**src/rtl/mdu_pkg.sv**
```systemverilog
// Shared definitions for the iterative RV32M multiply/divide unit.
package mdu_pkg;

  localparam int XLEN_DEFAULT  = 32;
  localparam int CNT_W_DEFAULT = 6;

  localparam logic [2:0] F3_MUL    = 3'b000;
  localparam logic [2:0] F3_MULH   = 3'b001;
  localparam logic [2:0] F3_MULHSU = 3'b010;
  localparam logic [2:0] F3_MULHU  = 3'b011;
  localparam logic [2:0] F3_DIV    = 3'b100;
  localparam logic [2:0] F3_DIVU   = 3'b101;
  localparam logic [2:0] F3_REM    = 3'b110;
  localparam logic [2:0] F3_REMU   = 3'b111;

  typedef enum logic [1:0] {
    IDLE = 2'd0,
    CALC = 2'd1,
    FIX  = 2'd2,
    DONE = 2'd3
  } mdu_state_t;

  // rs1 is treated as signed for MULH, MULHSU, DIV and REM
  function automatic logic f3_a_signed(input logic [2:0] f3);
    return (f3 == F3_MULH) || (f3 == F3_MULHSU) || (f3 == F3_DIV) || (f3 == F3_REM);
  endfunction

  // rs2 is treated as signed for MULH, DIV and REM
  function automatic logic f3_b_signed(input logic [2:0] f3);
    return (f3 == F3_MULH) || (f3 == F3_DIV) || (f3 == F3_REM);
  endfunction

endpackage

```
**src/rtl/mdu_sign_fix.sv**
```systemverilog
// Conditional two's-complement negation; used for |x| on the way in and
// for restoring the sign of the result on the way out.
module mdu_sign_fix #(
  parameter int W = 32
) (
  input  logic [W-1:0] i_val,
  input  logic         i_neg,
  output logic [W-1:0] o_val
);

  assign o_val = i_neg ? ((~i_val) + W'(1)) : i_val;

endmodule

```
**src/rtl/mdu_iterative.sv**
```systemverilog
// Iterative RV32M multiply/divide unit: shift-add multiply and restoring
// divide, one bit per cycle, sharing a single 2*XLEN accumulator.
//
// state | meaning
// IDLE  | waiting for start; operands sampled on the accept edge
// CALC  | XLEN iterations of shift-add or restoring divide
// FIX   | sign correction / word select (or special-case value) into result
// DONE  | one-cycle done pulse, result and rd_out valid
module mdu_iterative
  import mdu_pkg::*;
#(
  parameter int XLEN  = XLEN_DEFAULT,
  parameter int CNT_W = CNT_W_DEFAULT
) (
  input  logic            clk,
  input  logic            rst,
  input  logic            start,
  input  logic            kill,
  input  logic [2:0]      funct3,
  input  logic [XLEN-1:0] op_a,
  input  logic [XLEN-1:0] op_b,
  input  logic [4:0]      rd_in,
  output logic            busy,
  output logic            done,
  output logic            wb_en,
  output logic [XLEN-1:0] result,
  output logic [4:0]      rd_out
);

  localparam logic [CNT_W-1:0] CNT_LAST = CNT_W'(XLEN - 1);
  localparam logic [XLEN-1:0]  INT_MIN  = {1'b1, {(XLEN-1){1'b0}}};

  mdu_state_t r_state, w_state_nxt;

  logic [CNT_W-1:0]  r_cnt;
  logic [2:0]        r_f3;
  logic [4:0]        r_rd;
  logic [2*XLEN-1:0] r_acc;
  logic [XLEN-1:0]   r_opnd;
  logic              r_neg;
  logic              r_special;
  logic [XLEN-1:0]   r_spec_val;
  logic [XLEN-1:0]   r_result;

  logic              w_accept;
  logic              w_sa, w_sb;
  logic [XLEN-1:0]   w_abs_a, w_abs_b;
  logic              w_is_div;
  logic              w_div_zero, w_ovf, w_special;
  logic [XLEN-1:0]   w_spec_val;

  logic [XLEN:0]     w_mul_sum;
  logic [2*XLEN-1:0] w_mul_next;
  logic [XLEN:0]     w_rem_sh;
  logic [XLEN+1:0]   w_diff;
  logic              w_qbit;
  logic [2*XLEN-1:0] w_div_next;

  logic [2*XLEN-1:0] w_fix_in, w_fixed;
  logic [XLEN-1:0]   w_fix_word;

  // ---------------- operand preparation ----------------
  assign w_sa     = f3_a_signed(funct3) & op_a[XLEN-1];
  assign w_sb     = f3_b_signed(funct3) & op_b[XLEN-1];
  assign w_is_div = funct3[2];

  mdu_sign_fix #(.W(XLEN)) u_abs_a (.i_val(op_a), .i_neg(w_sa), .o_val(w_abs_a));
  mdu_sign_fix #(.W(XLEN)) u_abs_b (.i_val(op_b), .i_neg(w_sb), .o_val(w_abs_b));

  // Divide by zero and INT_MIN / -1 skip the iterations entirely
  assign w_div_zero = w_is_div && (op_b == '0);
  assign w_ovf      = (funct3 == F3_DIV || funct3 == F3_REM) &&
                      (op_a == INT_MIN) && (op_b == '1);
  assign w_special  = w_div_zero || w_ovf;

  // funct3[1] separates REM/REMU from DIV/DIVU
  assign w_spec_val = w_div_zero ? (funct3[1] ? op_a : '1)
                                 : (funct3[1] ? '0   : INT_MIN);

  assign w_accept = (r_state == IDLE) && start && !kill;

  // ---------------- iteration step ----------------
  // Multiply: multiplier sits in the low word and is consumed LSB first
  assign w_mul_sum  = {1'b0, r_acc[2*XLEN-1:XLEN]} +
                      (r_acc[0] ? {1'b0, r_opnd} : {(XLEN+1){1'b0}});
  assign w_mul_next = {w_mul_sum, r_acc[XLEN-1:1]};

  // Divide: remainder in the high word, dividend/quotient in the low word
  assign w_rem_sh   = {r_acc[2*XLEN-1:XLEN], r_acc[XLEN-1]};
  assign w_diff     = {1'b0, w_rem_sh} - {2'b00, r_opnd};
  assign w_qbit     = ~w_diff[XLEN+1];
  assign w_div_next = {(w_qbit ? w_diff[XLEN-1:0] : w_rem_sh[XLEN-1:0]),
                       r_acc[XLEN-2:0], w_qbit};

  // ---------------- result correction ----------------
  // Divide results are zero-extended before negation; only the low word is kept
  assign w_fix_in = r_f3[2] ? {{XLEN{1'b0}}, (r_f3[1] ? r_acc[2*XLEN-1:XLEN] : r_acc[XLEN-1:0])}
                            : r_acc;

  mdu_sign_fix #(.W(2*XLEN)) u_fix (.i_val(w_fix_in), .i_neg(r_neg), .o_val(w_fixed));

  assign w_fix_word = (!r_f3[2] && (r_f3[1:0] != 2'b00)) ? w_fixed[2*XLEN-1:XLEN]
                                                         : w_fixed[XLEN-1:0];

  // State register
  always_ff @(posedge clk or negedge rst) begin
    if (!rst) r_state <= IDLE;
    else      r_state <= w_state_nxt;
  end

  // Next-state logic; kill aborts only while the op is still in flight
  always_comb begin
    w_state_nxt = r_state;
    unique case (r_state)
      IDLE: if (start && !kill) w_state_nxt = w_special ? FIX : CALC;
      CALC: begin
        if (kill)                   w_state_nxt = IDLE;
        else if (r_cnt == CNT_LAST) w_state_nxt = FIX;
      end
      FIX:  w_state_nxt = kill ? IDLE : DONE;
      DONE: w_state_nxt = IDLE;
      default: w_state_nxt = IDLE;
    endcase
  end

  // Operand capture on accept and one iteration per CALC cycle
  always_ff @(posedge clk or negedge rst) begin
    if (!rst) begin
      r_cnt      <= '0;
      r_f3       <= '0;
      r_rd       <= '0;
      r_acc      <= '0;
      r_opnd     <= '0;
      r_neg      <= 1'b0;
      r_special  <= 1'b0;
      r_spec_val <= '0;
    end else if (w_accept) begin
      r_cnt      <= '0;
      r_f3       <= funct3;
      r_rd       <= rd_in;
      r_acc      <= {{XLEN{1'b0}}, (w_is_div ? w_abs_a : w_abs_b)};
      r_opnd     <= w_is_div ? w_abs_b : w_abs_a;
      r_neg      <= (funct3[2] && funct3[1]) ? w_sa : (w_sa ^ w_sb);
      r_special  <= w_special;
      r_spec_val <= w_spec_val;
    end else if (r_state == CALC && !kill) begin
      r_cnt <= r_cnt + CNT_W'(1);
      r_acc <= r_f3[2] ? w_div_next : w_mul_next;
    end
  end

  // Result register; updated only by a FIX that is not killed
  always_ff @(posedge clk or negedge rst) begin
    if (!rst)                          r_result <= '0;
    else if (r_state == FIX && !kill)  r_result <= r_special ? r_spec_val : w_fix_word;
  end

  assign busy   = (r_state != IDLE);
  assign done   = (r_state == DONE);
  assign wb_en  = done && (r_rd != 5'd0);
  assign result = r_result;
  assign rd_out = r_rd;

endmodule

```
**config.mk**
```make
export PLATFORM = sky130hd
export DESIGN_NAME = mdu_iterative
export DESIGN_NICKNAME = d
export VERILOG_FILES = /design/src/rtl/mdu_pkg.sv /design/src/rtl/mdu_sign_fix.sv /design/src/rtl/mdu_iterative.sv
export SDC_FILE = /design/constraint.sdc
export NUM_CORES = 1
export LEC_CHECK = 0
export ABC_AREA = 1
export ABC_CLOCK_PERIOD_IN_PS = 3700
export BUFFER_PORTS_ARGS = -buffer_cell sky130_fd_sc_hd__buf_2
export CELL_PAD_IN_SITES_DETAIL_PLACEMENT = 0
export CELL_PAD_IN_SITES_GLOBAL_PLACEMENT = 1
export CORE_MARGIN = 5
export CORE_UTILIZATION = 40
export DETAILED_ROUTE_END_ITERATION = 7
export PLACE_DENSITY = 0.83
export SLEW_MARGIN = 20
export SYNTH_ARGS = -nofsm -noshare
export SYNTH_HDL_FRONTEND = slang
export SYNTH_SLANG_ARGS = --single-unit
```
**constraint.sdc**
```tcl
create_clock -name clk -period 3.7 [get_ports clk]
set_clock_uncertainty 0.2 [all_clocks]
set_input_delay 0.37 -clock clk [delete_from_list [all_inputs] [get_ports clk]]
set_output_delay 0.37 -clock clk [all_outputs]
set_load 0.03 [all_outputs]
```
# Word-level counts from Yosys, hierarchy flattened
# Index checks and enable logic that the tools add are counted.
# W data, S select, Z words.
[op_classes]
n_mux = 26
n_bitwise = 7
n_addsub = 6
n_eq_ne = 12
reduce_logical = 27
[ops]
columns = ["operator", "n"]
rows = [
  ["$mux W32", 12],
  ["$mux W64", 5],
  ["$add A32 B1 Y32 const B", 2],
  ["$add A64 B1 Y64 const B", 1],
  ["$eq A32 B32 Y1 const B", 2],
  ["$not A32 Y32", 2],
  ["$not A64 Y64", 1],
  ["$sub A33 B32 Y34", 1],
  ["$add A32 B32 Y33", 1],
  ["$logic_not A32 Y1", 1],
  ["$mux W6", 2],
  ["$logic_and A1 B1 Y1", 11],
  ["$mux W2", 5],
  ["$pmux W2 S4", 1],
  ["$logic_or A1 B1 Y1", 7],
  ["$add A6 B1 Y6 const B", 1],
  ["$eq A3 B3 Y1 const B", 2],
  ["$eq A6 B5 Y1 const B", 1],
  ["$reduce_bool A2 Y1", 3],
  ["$reduce_bool A5 Y1", 1],
  ["$eq A2 B2 Y1 const B", 2],
  ["$eq A3 B1 Y1 const B", 1],
  ["$eq A3 B2 Y1 const B", 1],
  ["$ne A3 B3 Y1 const B", 1],
  ["9 further kinds", 11],
]
[word_totals]
out_inout_bits = 40
inputBits = 76
ff_bits = 178

# Depth between registers and ports, before layout
# Gate-level depths: netlist of the first run.
[logic_depth]
word_depth = 8
ltp_mapped = 22
mapped_depth_nobuf = 20

# Modules after synthesis
# From an unflattened synthesis of the first run, not the netlist that was laid out.
[unflattened]
hier_cells = 3489
hier_area_um2 = 20488.4
[modules_own_cells]
columns = ["module", "seq_area_each_um2", "instances", "area_per_inst_um2", "cells_per_inst"]
rows = [
  ["mdu_iterative", 4454.3, 1, 15805.2, 2537],
  ["mdu_sign_fix at u_fix", 0.0, 1, 2466.1, 498],
  ["mdu_sign_fix at u_abs_a ...", 0.0, 2, 1108.6, 227],
]

# Least setup slack after synthesis of the first run
# Ideal clock, no wire load.
[synth_timing]
path_type = "register -> register"
from = "register r_acc[0]"
to = "register r_acc[55]"
stages_incl_launch_ff = 19
n_path_buf = 2
required_ns = 3.370
arrival_ns = 2.568
setup_ns = 0.130
path_slack_ns = 0.801
cell_sequence = "dfrtp_1 -> clkbuf_1 -> clkbuf_1 -> nand2_1 -> inv_1 -> ha_1 -> inv_1 -> fa_1 -> inv_1 -> nand3_1 -> nand2_1 -> nand2_1 -> o211ai_1 -> nand3_1 -> nand3_1 -> nor2_1 -> or2_2 -> nand3_1 -> o21ai_0"
[synth_via]
elab_chain_cells = 5
[synth_lines]
columns = ["item", "line_no", "text"]
rows = [
  ["from (decl)", "mdu_iterative.sv:38", "logic [2*XLEN-1:0] r_acc;"],
  ["from (signal assigned)", "mdu_iterative.sv:141", "r_acc <= {{XLEN{1'b0}}, (w_is_div ? w_abs_a : w_abs_b)};"],
  ["from (signal assigned)", "mdu_iterative.sv:148", "r_acc <= r_f3[2] ? w_div_next : w_mul_next;"],
  ["$mux W32", "mdu_iterative.sv:85", "(r_acc[0] ? {1'b0, r_opnd} : {(XLEN+1){1'b0}});"],
  ["$add A32 B32 Y33", "mdu_iterative.sv:84", "assign w_mul_sum = {1'b0, r_acc[2*XLEN-1:XLEN]} +"],
  ["$mux W64", "mdu_iterative.sv:148", ""],
  ["$mux W64", "mdu_iterative.sv:146", "end else if (r_state == CALC && !kill) begin"],
  ["$mux W64", "mdu_iterative.sv:137", "end else if (w_accept) begin"],
]
# No other way between the ends. The select of a mux whose other input is x is not followed.
# A chain may end at the register's enable or synchronous reset.

# Worst setup path after layout of the first run
[layout_timing]
from = "register r_acc[0]"
to = "register r_acc[54]"
# The elaborated chain is that of the path after synthesis.

==> results of run 1 <==
==> cell type report <==
type	instances	area, sq um
Clock buffer	20	446.7
Clock inverter	12	138.9
Multi-Input combinational cell	2322	11690
Timing Repair Buffer	184	1217
Sequential cell	178	4457
Tap cell	600	750.7
Inverter	384	1441
Fill cell	5022	24950
==> per-stage QoR <==
step           util (%)  setup slack [ns]  cells  hold WS (ns)
5_1_grt           44.67            0.1412   3700       0.06465
4_1_cts           44.67            0.3776   3700       0.01250
6_report          44.67            0.2716   3700       0.03071
3_3_place_gp      43.22            0.4514   3661        0.1513
3_5_place_dp      43.22            0.4350   3661        0.1553
2_1_floorplan         -            0.8015   2996       -0.1256
==> critical path, delay by kind of cell, from the launching register on <==
kind            cells  cell delay, ns
flops               1            0.42
simple gates        7            0.69
buf+inv             3            0.39
compound gates      4            1.23
fa+ha+maj           1            0.39
==> routing by layer <==
metal  GRT usage, %  routed length, um  vias up
li1               -                  -    10000
met1          50.67              39760    10310
met2          52.48              38940     1133
met3          6.989               8486      163
met4          13.20               3739        4
met5              0                 23        -
==> where the power goes <==
part           total (uW)  internal, uW  switching, uW
combinational       15100          4360          10800
clock                1930           976            956
sequential           3730          2670           1060
==> how the worst min path moves through the flow <==
stage | endpoint | startpoint | slack (ns)
final | r_spec_val[15] | op_a[15] | 0.03
after CTS | r_spec_val[15] | op_a[15] | 0.01
after floorplan | r_acc[0] | rst | -0.13
after global routing | r_spec_val[14] | op_a[14] | 0.06
after detailed placement | result[27] | rst | 0.16
after global placement | result[27] | rst | 0.15
==> layout by cell type (no fill, tap or decap), types with 10 or more instances in the layout <==
master / count
buf_2: 114
ha_1: 69
nor2_2: 10
clkbuf_16: 17
nand4_1: 43
nand2_2: 18
nor2_1: 254
buf_4: 54
o21a_1: 12
o21ai_0: 201
a21oi_1: 164
dfrtp_1: 176
o21ai_1: 32
nand3_1: 239
nand3b_1: 15
xnor2_1: 12
xor2_1: 72
o22ai_1: 30
o221ai_1: 17
nor3_1: 28
a221oi_1: 32
nand2_1: 954
inv_1: 375
o21ai_2: 12
o211ai_1: 33
==> sequential cells by signal (all words and copies together), names as in the netlist <==
signal	cells
r_opnd	32
result	32
r_spec_val	32
r_cnt	6
r_state	2
r_acc	64
r_neg	1
r_special	1
rd_out	5
r_f3	3
==> cells by family (layout without fill, tap and decap cells) <==
logic type,count (synthesis),count (layout),synth area share [%]
AOI/OAI and AO/OA,571,571,18.37
xor gates and xnor gates,84,84,4.066
adders and majority gates,71,71,4.992
buffers and inverters,496,600,10.93
DFF,178,178,24.61
and+or+nand+nor,1596,1596,37.03
==> impl_metrics.csv, run 1 <==
group,metric,value,unit
status,outcome,"finished, final reports clean",
place,portBuffers,115,
detailed_routing,vias,21610,
place,dp_hpwl,73.14,mm
clocking,cts_buffer_depth,2,
detailed_routing,drt_first_pass_iters,8,
timing,relSlewSlack,35.10,%
place,dpl_cell_area,19490,sq um
timing,hold_viol,0,
synth,synth.yosys.warnings,0,
worst_setup_path,reg2reg_from,"r_acc[0]",
timing,fin_crit_sh,92.66,%
synth,synthTopCellsByArea,"dfrtp_1 (25%), nand2_1 (20%), inv_1 (7.8%)",
final_layout,stdcell_area,20140,sq um
worst_setup_path,cp-startpoint,"r_acc[0]",
worst_setup_path,crit_required,3.86,ns
worst_setup_path,cpMostUsedCell,"nand2_1",
final_layout,antenna_cells,0,
synth,synth_top_cell_by_area,"dfrtp_1",
worst_setup_path,cp-end-kind,"flop",
worst_setup_path,cp-endpoint,"r_acc[54]",
die,die_y,222.7,um
clocking,postCtsSetupRepairBufs,0,
timing,setup_viol,0,
worst_setup_path,cp_max_fo,34,
worst_setup_path,critPathLaunchType,"flop",
pwr,power.leakage,0.01024,uW
detailed_routing,drtIter0Drc,2773,
worst_setup_path,worstRegToRegCells,15,
worst_setup_path,cp.arrival,3.59,ns
synth,syn_nets,3143,
synth,synth_flop_cell,"dfrtp_1",
synth,postSynthRegisterBits,178,
final_layout,area_growth,11.31,%
worst_setup_path,worstSetupPathType,"reg -> reg",
detailed_routing,via_per_inst,5.839,
global_routing,grt_remaining_overflow,0,
pwr,ir_worst_vdd,437.2,uV
clocking,cts.sinks,178,
timing,timing.setup.tns,0,ns
die,rows,78,
worst_setup_path,r2r_setup_slack,0.27,ns
job,maxCapViolations,0,
die,start_util,40.13,%
timing,tightest_slew,0.9735,ns
die,dieArea,49590,sq um
detailed_routing,detail_route.wl_per_cell,24.58,um
die,core,45090,sq um
clocking,clock_latency,0.48,ns
synth,synthCells,2996,
place,gp_congestion,1.015,
final_layout,num-nets-final,3234,
timing,fin_crit,3.428,ns
global_routing,grt_pass1_vias,20060,
worst_setup_path,slowest_stage,"o21ai_0",
final_layout,drive_gt1_share,9.000,%
min_path,min_path_type,"in -> reg",
synth,synth_common_cells,"nand2_1 (954), inv_1 (375), nor2_1 (257), nand3_1 (241), o21ai_0 (201)",
synth,yosysUniqueCellTypes,51,
synth,yosysSeqAreaShare,24.61,%
die,ios,116,
clocking,cts_buffers,17,
timing,slew_viol_final,0,
global_routing,grt_use_total,35.29,%
synth,syn_area_per_cell,6.040,sq um
timing,rsz0062_at_grt,"no",
min_path,hold_depth,3,
clocking,cts_tree,"done",
synth,yosysMostFrequentCell,"nand2_1",
pwr,cellPowerDensity,1033,nW/um^2
detailed_routing,wirelength,90.95,mm
worst_setup_path,timing.rr.end,"r_acc[54]",
worst_setup_path,max_stage_delay,0.56,ns
detailed_routing,drc_errors,0,
global_routing,antenna_found_initial,2,
global_routing,grt_pass1_wl,132.3,mm
synth,synth-edff-count,0,
synth,yosys.area.top_type_share,24.61,%
global_routing,grt_max_degree,80,
pwr,power,20810,uW
synth,netlist_area,18100,sq um
clocking,clk_pin_slew,0.08,ns
detailed_routing,antenna_left,0,
clocking,ctsHoldBuffers,7,
timing,max_freq,291.7,MHz
clocking,htree_levels,4,
die,die_w,222.7,um
worst_setup_path,worstPathCellList,"buf_12 -> nand2_1 -> inv_1 -> ha_1 -> nand2_1 -> o21ai_0 -> a21oi_1 -> o21ai_0 -> nand2_1 -> nand2_1 -> nor2_1 -> o21ai_0 -> inv_1 -> nand2_1 -> nand2_1",
clocking,root_buffer,"clkbuf_16",
clocking,cts.repair.resized,0,
synth,async_reset_ff_share,100.0,%
Power figures use the tool's default switching activity.
==> inputs of run 2 (changes only) <==
Settings changed: ABC_AREA 1 to not set, PLACE_DENSITY 0.83 to 0.79.
==> impl_metrics.csv, run 2 <==
group,metric,value,unit
synth,syn_area_per_cell,7.570,sq um
global_routing,grt_max_degree,117,
final_layout,final_cell_mix,"nand2_1 (270), o21ai_0 (217), nor2_1 (189)",
global_routing,grt_use_total,29.71,%
final_layout,area_growth,15.01,%
synth,yosysSeqAreaShare,26.58,%
timing,relSlewSlack,34.88,%
pwr,combPwrFrac,70.5,%
place,portBuffers,115,
place,gp_congestion,0.9757,
synth,syn_nets,2361,
worst_setup_path,crit_required,3.82,ns
die,start_util,40.23,%
place,dp_hpwl,55.40,mm
synth,synth_flop_cell,"dfrtp_1",
clocking,cts_buffers,17,
worst_setup_path,worstSetupPathType,"reg -> reg",
synth,synthCells,2214,
synth,synth_top_cell_by_area,"dfrtp_1",
clocking,cts_tree,"done",
timing,max_freq,280.9,MHz
synth,async_reset_ff_share,100.0,%
detailed_routing,antenna_left,0,
final_layout,num-nets-final,2479,
die,dieArea,46090,sq um
synth,postSynthRegisterBits,178,
final_layout,fin_util,46.26,%
timing,setup_viol,0,
clocking,htree_levels,4,
min_path,hold_depth,3,
pwr,ir_worst_vdd,384.1,uV
detailed_routing,vias,17740,
detailed_routing,drc_errors,0,
worst_setup_path,worstRegToRegCells,12,
timing,slew_viol_final,0,
die,ios,116,
die,die_y,214.7,um
detailed_routing,wirelength,70.28,mm
worst_setup_path,cp-startpoint,"r_acc[32]",
detailed_routing,via_per_inst,6.153,
pwr,power.leakage,0.008277,uW
synth,yosysMostFrequentCell,"nand2_1",
die,die_w,214.7,um
worst_setup_path,cp.arrival,3.68,ns
status,outcome,"finished, final reports clean",
global_routing,grt_pass1_wl,106.3,mm
clocking,cts_buffer_depth,2,
final_layout,layout_commonest_cell,"nand2_1",
timing,tightest_slew,0.9767,ns
pwr,p_clk_share,10.1,%
pwr,cellPowerDensity,946.8,nW/um^2
pwr,power,18250,uW
timing,hold_viol,0,
global_routing,busiest_layer,"met2",
global_routing,grt_util_met3,4.264,%
pwr,p_switching,9869,uW
worst_setup_path,reg2reg_from,"r_acc[32]",
min_path,min_path_type,"in -> reg",
worst_setup_path,r2r_setup_slack,0.14,ns
worst_setup_path,cp-end-kind,"flop",
synth,yosys.area.top_type_share,26.58,%
worst_setup_path,critPathLaunchType,"flop",
die,core,41670,sq um
job,maxCapViolations,0,
final_layout,antenna_cells,0,
global_routing,use_met1,41.79,%
synth,synth.yosys.warnings,0,
pwr,power.internal,8381,uW
clocking,clk_pin_slew,0.08,ns
detailed_routing,drtIter0Drc,1886,
pwr,swShare,54.08,%
timing,timing.setup.tns,0,ns
final_layout,top_register,"r_acc",
worst_setup_path,cp_max_fo,22,
synth,netlist_area,16760,sq um
min_path,min_from,"op_a[23]",
clocking,root_buffer,"clkbuf_16",
detailed_routing,detail_route.wl_per_cell,24.37,um
pwr,pwr-share-seq,19.4,%
global_routing,antenna_found_initial,2,
synth,synthTopCellsByArea,"dfrtp_1 (27%), o21ai_0 (6.6%), nand2_1 (6.0%)",
clocking,clock_latency,0.47,ns
die,rows,75,
clocking,cts.sinks,178,
global_routing,grt_remaining_overflow,0,
final_layout,largest_register_ffs,64,
timing,timing.hold.ws,0.03823,ns
global_routing,grt_pass1_vias,17060,
synth,synth_common_cells,"nand2_1 (270), o21ai_0 (220), nor2_1 (191), dfrtp_1 (178), a21oi_1 (177)",
detailed_routing,drt_first_pass_iters,8,
final_layout,drive_gt1_share,14.97,%
global_routing,grt_use_met2,46.76,%
timing,fin_crit_sh,96.23,%
synth,synth-edff-count,0,
synth,yosysUniqueCellTypes,85,
timing,fin_crit,3.561,ns
run 2: cell types whose count changed after synthesis, sizes merged, moves of 24 or more:
| cell | before | now |
|---|---|---|
| o22ai | 30 | 6 |
| inv | 383 | 75 |
| a211oi | 1 | 31 |
| mux2i | 0 | 56 |
| clkbuf | 65 | 124 |
| nor2b | 0 | 42 |
| o31ai | 4 | 58 |
| xnor2 | 12 | 90 |
| and2 | 1 | 40 |
| nor2 | 269 | 191 |
| nand2 | 975 | 271 |
| o211ai | 33 | 62 |
| nand3 | 246 | 46 |
run 2: through the flow:
stage	instances	instance area (sq um)	setup slack [ns]
detailed placement	2839	18430	-0.1036
floorplan	2214	16760	0.1137
global placement	2839	18430	-0.08681
finish	2884	19280	0.1394
global route	2884	19280	-0.02762
CTS	2878	19090	0.01519
run 2: power by group through the flow:
stage | registers [uW] | logic (uW) | clock network [uW]
after floorplan | 3550 | 8140 | 0
after global placement | 3520 | 12300 | 0
after detailed placement | 3540 | 12400 | 0
after CTS | 3500 | 12400 | 1880
after global routing | 3600 | 13900 | 1960
final | 3550 | 12900 | 1840
run 2: timing repair:
item                                    CTS  global route
resized for setup                         2            30
endpoints found under the setup margin    4            29
hold buffers                              7             0
pin swaps                                 0             7
endpoints found under the hold margin    75             0
buffers inserted                          0             6
run 2: cell families (layout without fill, tap and decap cells):
| family | count (synthesis) | count (layout) | synth area share, % |
|---|---|---|---|
| and+or+nand+nor | 760 | 760 | 21.97 |
| AOI/OAI and AO/OA | 740 | 740 | 27.76 |
| buffers and inverters | 235 | 366 | 5.681 |
| DFF | 178 | 178 | 26.58 |
| xor gates and xnor gates | 162 | 162 | 8.466 |
| adders and majority gates | 71 | 71 | 5.390 |
| muxes | 68 | 68 | 4.151 |
run 2: path summary, 6_finish.rpt:
check                                       to
worst min register to register      result[18]
max in group asynchronous             r_acc[0]
worst min-delay path            r_spec_val[23]
worst max register to register        r_acc[0]
min in group asynchronous           result[29]
worst max-delay path                  r_acc[0]
run 2: per-layer routing:
metal | wire (um) | part of all wire [%] | vias to the layer above
li1 | - | - | 8232
met1 | 31120 | 44 | 8614
met2 | 31120 | 44 | 760
met3 | 5166 | 7.4 | 138
met4 | 2880 | 4.1 | 0
met5 | 0 | 0 | -
run 2: layout make-up:
type	count	area, sq um
fill	4306	22390
multi-input combinational	1801	11520
sequential	178	4459
timing repair buffer	259	1760
tap	539	674.4
clock buffer	17	425.4
inverter	75	281.5
clock inverter	15	158.9
run 2: worst max-delay path, stage by stage, from the launching register on:
cell       delay [ns]
dfrtp_1          0.45
ha_1             0.31
nor2b_1          0.14
o31ai_1          0.28
a2111oi_0        0.20
buf_4            0.17
nand3b_1         0.23
a31o_2           0.31
a31oi_4          0.32
buf_6            0.26
a21oi_1          0.09
a211oi_1         0.32
a21oi_1          0.11
